### config.mk
export PLATFORM = sky130hd
export DESIGN_NAME = dmx_frame_tx
export DESIGN_NICKNAME = d
export VERILOG_FILES = /design/src/rtl/dmx_frame_tx.sv
export SDC_FILE = /design/constraint.sdc
export NUM_CORES = 1
export LEC_CHECK = 0
export CAP_MARGIN = 20
export CORE_UTILIZATION = 40
export CTS_CLUSTER_SIZE = 28
export DETAILED_ROUTE_END_ITERATION = 7
export GPL_TIMING_DRIVEN = 0
export RECOVER_POWER = 50
export SYNTH_ARGS = -nofsm -noshare
export SYNTH_HDL_FRONTEND = slang
export SYNTH_SLANG_ARGS = --single-unit
### constraint.sdc
create_clock -name int_osc -period 2.2 [get_ports int_osc]
set_input_delay 0.55 -clock int_osc [delete_from_list [all_inputs] [get_ports int_osc]]
set_output_delay 0.55 -clock int_osc [all_outputs]
set_load 0.02 [all_outputs]
### src/rtl/dmx_frame_tx.sv
// DMX512 packet transmitter: BREAK, Mark-After-Break, start-code slot and
// NUM_CH channel slots, paced by the divider's bit tick.
module dmx_frame_tx #(
    parameter int NUM_CH     = 512,
    parameter int BREAK_BITS = 25,
    parameter int MAB_BITS   = 3
) (
    input  logic       int_osc,
    input  logic       reset,
    input  logic       bit_en,
    input  logic       start,
    input  logic [7:0] ch_data,
    output logic       tx,
    output logic       busy,
    output logic       done,
    output logic       ch_rd,
    output logic [8:0] ch_addr
);

    typedef enum logic [2:0] {
        ST_IDLE,
        ST_ARMED,
        ST_BREAK,
        ST_MAB,
        ST_SLOT
    } state_t;

    localparam logic [9:0] LAST_SLOT  = 10'(NUM_CH);
    localparam logic [7:0] BREAK_LAST = 8'(BREAK_BITS - 1);
    localparam logic [7:0] MAB_LAST   = 8'(MAB_BITS - 1);

    state_t      state_r;
    logic        tx_r;
    logic        busy_r;
    logic        done_r;
    logic        ch_rd_r;
    logic [8:0]  ch_addr_r;
    logic [3:0]  bit_cnt_r;
    logic [9:0]  slot_cnt_r;
    logic [7:0]  phase_cnt_r;
    logic [7:0]  shift_r;
    logic [7:0]  next_byte_r;

    assign tx      = tx_r;
    assign busy    = busy_r;
    assign done    = done_r;
    assign ch_rd   = ch_rd_r;
    assign ch_addr = ch_addr_r;

    // Frame sequencer; bit_cnt_r is the index of the slot bit currently on the line.
    always_ff @(posedge int_osc or posedge reset) begin
        if (reset) begin
            state_r     <= ST_IDLE;
            tx_r        <= 1'b1;
            busy_r      <= 1'b0;
            done_r      <= 1'b0;
            ch_rd_r     <= 1'b0;
            ch_addr_r   <= 9'd0;
            bit_cnt_r   <= 4'd0;
            slot_cnt_r  <= 10'd0;
            phase_cnt_r <= 8'd0;
            shift_r     <= 8'h00;
            next_byte_r <= 8'h00;
        end else begin
            done_r  <= 1'b0;
            ch_rd_r <= 1'b0;
            if (ch_rd_r) begin
                next_byte_r <= ch_data;
            end
            case (state_r)
                ST_IDLE: begin
                    if (start) begin
                        state_r <= ST_ARMED;
                        busy_r  <= 1'b1;
                    end
                end
                ST_ARMED: begin
                    if (bit_en) begin
                        tx_r        <= 1'b0;
                        phase_cnt_r <= 8'd0;
                        state_r     <= ST_BREAK;
                    end
                end
                ST_BREAK: begin
                    if (bit_en) begin
                        if (phase_cnt_r == BREAK_LAST) begin
                            tx_r        <= 1'b1;
                            phase_cnt_r <= 8'd0;
                            state_r     <= ST_MAB;
                        end else begin
                            phase_cnt_r <= phase_cnt_r + 8'd1;
                        end
                    end
                end
                ST_MAB: begin
                    if (bit_en) begin
                        if (phase_cnt_r == MAB_LAST) begin
                            tx_r       <= 1'b0;
                            bit_cnt_r  <= 4'd0;
                            slot_cnt_r <= 10'd0;
                            shift_r    <= 8'h00;
                            state_r    <= ST_SLOT;
                        end else begin
                            phase_cnt_r <= phase_cnt_r + 8'd1;
                        end
                    end
                end
                ST_SLOT: begin
                    if (bit_en) begin
                        if (bit_cnt_r == 4'd10) begin
                            if (slot_cnt_r == LAST_SLOT) begin
                                state_r <= ST_IDLE;
                                busy_r  <= 1'b0;
                                done_r  <= 1'b1;
                                tx_r    <= 1'b1;
                            end else begin
                                slot_cnt_r <= slot_cnt_r + 10'd1;
                                bit_cnt_r  <= 4'd0;
                                tx_r       <= 1'b0;
                                shift_r    <= next_byte_r;
                            end
                        end else begin
                            bit_cnt_r <= bit_cnt_r + 4'd1;
                            if (bit_cnt_r < 4'd8) begin
                                tx_r <= shift_r[bit_cnt_r[2:0]];
                            end else begin
                                tx_r <= 1'b1;
                            end
                            // Prefetch the next slot's byte as stop bit 1 begins.
                            if (bit_cnt_r == 4'd8 && slot_cnt_r != LAST_SLOT) begin
                                ch_rd_r   <= 1'b1;
                                ch_addr_r <= slot_cnt_r[8:0];
                            end
                        end
                    end
                end
                default: begin
                    state_r <= ST_IDLE;
                    tx_r    <= 1'b1;
                    busy_r  <= 1'b0;
                end
            endcase
        end
    end

endmodule
Word-level counts from Yosys, hierarchy flattened:

Cells that the tools add are included.
Widths: inputs -> output; s select.

* multiplexer cells: 58
* reduce and logical (&&, ||, !) cells: 12
* order comparisons: 2
* bitwise operators: 3
* eq/ne operators: 22
* add/sub/neg operators: 3

Operators by type and width (number)
* $mux 8: 10
* $mux 10: 5
* $mux 3: 9
* $pmux 8 s3: 1
* $ne 2x2->1 const B: 11
* $mux 1: 21
* $mux 4: 5
* $pmux 10 s2: 1
* $pmux 8 s2: 1
* $pmux 3 s5: 1
* $reduce_and 5->1: 3
* $add 10x1->10 const B: 1
* $eq 10x10->1 const B: 1
* $ne 10x10->1 const B: 1
* $reduce_and 9->1: 1
* $add 8x1->8 const B: 1
* $eq 4x4->1 const B: 2
* $eq 8x2->1 const B: 1
* $eq 8x5->1 const B: 1
* $pmux 4 s2: 1
* $reduce_and 7->1: 1
* $eq 3x2->1 const B: 2
* $reduce_and 6->1: 1
* $pmux 1 s5: 1
* 15 further kinds: 17

* word-level logic and storage cells: 111
* bits of input ports: 12
* register bits: 54

Logic depth before layout (Yosys ltp):

* depth in word-level cells: 6
* gate-level depth with buffers: 8
* mapped depth without buffers: 6

Worst setup path after synthesis:

No wires, ideal clock.

* kind: reg2reg
* start: register phase_cnt_r[7]
* end: register shift_r[0]
* buffers on the path: 2
* arrival: 2.016 ns
* stages on the path, launching flop included: 7
* path slack: 0.059 ns
* data required time: 2.075 ns
* cell sequence: dfrtp_1 > or4_4 > or3_1 > buf_4 > o21a_4 > buf_6 > mux2_4

* longest elaborated chain between the ends: 3

RTL lines
* start: declaration: RTL line 40 `logic [7:0] phase_cnt_r;`
* start signal: assignment: RTL line 91 `phase_cnt_r <= phase_cnt_r + 8'd1;`
* start signal: assignment: RTL line 104 `phase_cnt_r <= phase_cnt_r + 8'd1;`
* $eq 8x2->1: RTL line 97 `if (phase_cnt_r == MAB_LAST) begin`
* $ne 2x2->1 (no source line)
* $reduce_and 6->1 (no source line)
* end signal: assignment: RTL line 120 `shift_r <= next_byte_r;`
* end: declaration: RTL line 41 `logic [7:0] shift_r;`

No other way between the ends.
A chain may end at the register's enable or synchronous reset.

Final worst setup path:

* start: register slot_cnt_r[4]
* end: register ch_addr_r[5] (netlist: ch_addr[5])

* longest elaborated chain between the ends: 3

RTL lines
* start: declaration: RTL line 39 `logic [9:0] slot_cnt_r;`
* start signal: assignment: RTL line 117 `slot_cnt_r <= slot_cnt_r + 10'd1;`
* $ne 10x10->1: RTL line 130 `if (bit_cnt_r == 4'd8 && slot_cnt_r != LAST_SLOT) begin`
* $logic_and 1x1->1: RTL line 130
* $reduce_and 4->1 (no source line)
* end signal: assignment: RTL line 132 `ch_addr_r <= slot_cnt_r[8:0];`
* end: declaration: RTL line 37 `logic [8:0] ch_addr_r;`

No other way between the ends.

==> results.txt <==
Clock Skews = 0.008585 ns
Detailed Route Iter0 Violations = 182
Syn Area/Cell = 11.04 µm²
Routed WL = 6360 µm
Met1 Resource Use GR = 24.29%
Peak supply drop = 0.0003544 V
Overall die width = 88.63 µm
Core footprint = 7253 µm²
Total power per unit cell area = 790.9 nW/µm²
Syn-to-layout area delta = 23.34%
Setup crit end kind = register
Worst-margin pin slew = 0.8657 ns
Outcome = finished clean
Netlist cell types = 58
Worst Hold Class = register to register
Final Max Slew Viols = 0
Grt met2 use = 26.36%
Syn nets = 292
Post-synth EDFFs = 0
Post-route DRC = 0
Final net count = 336
Hold Violations, Final = 0
Crit Path Category = register to register
Prevailing post-synth register cell = dfrtp_1
Std-Cell Rows = 31
Placer Congestion = 0.7874
H-Tree Depth = 2
Min cycle time layout = 2.159 ns
Number of CTS-inserted buffers = 5
Leak = 0.001655 µW
Slew HR = 42.22%
Pre-Repair DR Iteration Count = 4
Initial antenna violation count = 0
Clk sinks = 54
Die height = 88.63 µm
Share of layout cells above drive strength 1 = 24.61%
Aggregate global-route resource usage = 16.96%
Final setup violating endpoints = 0
Post-synthesis sequential area ratio = 45.06%
Non-Filler Instances = 416
Arrival time at the worst endpoint = 2.36 ns
First-pass GRT wire length = 10250 µm
Grt peak-use layer = met2
Met3 Use GR = 3.451%
Period utilisation layout = 98.15%
Post-DRT Antenna Nets = 0
WL/cell = 15.29 µm
Largest net degree at the start of global routing = 33
Max Freq = 463.1 MHz
Utilization of the core after routing = 51.04%
Antenna fix cells = 0
Initial Util = 41.38%
Critical Path Fanout Max = 10
YS warnings = 0
Clk Tree Root Cell = clkbuf_8
Overflow left after global routing = 0
Vias in the first global route = 2072
Clock slew at reported path FFs = 0.10 ns
FILL cells = 675
Mapped Area = 3002 µm²
# hold bufs at CTS = 0
Placed Cells = 396
Asr flop ratio synth = 100.0%
Max-cap viol count = 0
TritonCTS clock tree = yes
Clock Latency Late Sink = 0.31 ns
Die Area = 7854 µm²
Dpl hpwl = 4254 µm
Vias/cell = 5.445
Via count = 2265
I/O pins = 25
Clock Tree Buf Depth = 2
Worst Setup Start Kind = register
Seq cells post-synth = 54
I/O Buffers = 24
Synth Instances = 272
Data required, critical path = 2.40 ns
-- cells in the final DEF, fill, tap and decap left out, types with 5 or more instances in the layout --
master	Yosys	routed
and3_1	10	10
inv_1	12	12
ha_1	8	7
mux2_4	16	16
nand2b_1	6	6
clkdlybuf4s50_1	0	23
nor2_1	8	7
or4_1	11	8
clkbuf_1	11	7
nand3_1	10	10
nand2_1	18	17
mux2_2	9	9
o211ai_1	6	6
or3_1	7	6
nor3_1	6	5
dfrtp_1	53	51
a21o_1	5	5
o21ai_0	7	7
clkbuf_8	0	6
buf_4	1	13
-- worst max-delay path, stage by stage (launching register included) --
cell	delay [ns]
dfrtp_2	0.45
or4_4	0.60
or3_4	0.37
and3_1	0.16
buf_6	0.16
mux2_4	0.30
-- area by class of cell --
cell class	count	area (µm²)	area share, %
Tap cell	99	123.9	3.346
Buffer	14	83.83	2.264
Inverter	12	45.04	1.217
Timing Repair Buffer	38	345.3	9.327
Clock buffer	6	82.58	2.230
Sequential cell	54	1355	36.60
Multi-Input combinational cell	191	1607	43.39
Clock inverter	2	60.06	1.622
-- where the power goes --
group	internal [µW]	switching (µW)
clock network	485	336
registers	1090	120
logic	382	519
-- state kept, by name (all words and copies together) (netlist names) --
name	count
ch_rd	1
busy	1
ch_addr	9
bit_cnt_r	4
tx	1
done	1
next_byte_r	8
shift_r	8
state_r	3
slot_cnt_r	10
phase_cnt_r	8
-- kinds of logic after synthesis --
logic type | Yosys count | synth area share (%)
AOI/OAI and AO/OA | 49 | 12.46
and+or+nand+nor | 102 | 20.63
buffers and inverters | 27 | 4.043
DFF | 54 | 45.06
adders and majority gates | 8 | 3.335
xor gates and xnor gates | 2 | 0.5837
muxes | 30 | 13.88
-- path summary, 6_finish.rpt --
path | slack [ns] | cells after the start | to | start
min in group asynchronous | 0.85 | 2 | ch_addr[0] | reset
setup / recovery | 0.04 | 5 | ch_addr[5] | slot_cnt_r[4]
hold / removal | 0.51 | 1 | next_byte_r[2] | next_byte_r[2]
hold reg to reg | 0.51 | 1 | next_byte_r[2] | next_byte_r[2]
setup reg to reg | 0.04 | 5 | ch_addr[5] | slot_cnt_r[4]
max in group asynchronous | 0.28 | 3 | tx | reset
-- cell usage after synthesis, types with 6 or more instances --
cell type  count  share of area, %
o211ai_1       6               1.5
clkbuf_1      11               1.4
nor2_1         8               1.0
dfrtp_1       53                44
nand2_1       18               2.3
nand3_1       10               1.7
or4_1         11               2.8
nor3_1         6               1.0
o21ai_0        7               1.2
and3_1        10               2.1
ha_1           8               3.3
mux2_4        16               8.0
or3_1          7               1.5
a21oi_1        6               1.0
inv_1         12               1.5
mux2_2         9               3.4
nand2b_1       6               1.3
-- repair_timing --
action / 4_1_cts / 5_1_grt
gates resized for setup: 13 / 10
pin swaps: 2 / 5
hold endpoints to repair: 0 / 0
setup endpoints to repair: 37 / 26
buffers inserted: 4 / 9
-- metrics by stage --
step	worst slack [ns]	cell area [µm²]	hold WS, ns	power [µW]	setup TNS [ns]
floorplan	0.05893	3002	0.4727	1795	0
global placement	-0.7699	3366	0.4834	2029	-57.07
detailed placement	-0.6532	3386	0.4897	2049	-16.37
CTS	0.003905	3623	0.5136	2922	0
global route	-0.008411	3702	0.5233	3104	-0.03749
finish	0.04074	3702	0.5071	2928	0
-- layer usage --
layer,up-vias,part of all wire (%)
li1,1109,-
met2,60,46
met3,5,4.0
met5,-,0
met4,0,0.85
met1,1091,49
No activity file was read; power rests on OpenSTA's default activity.
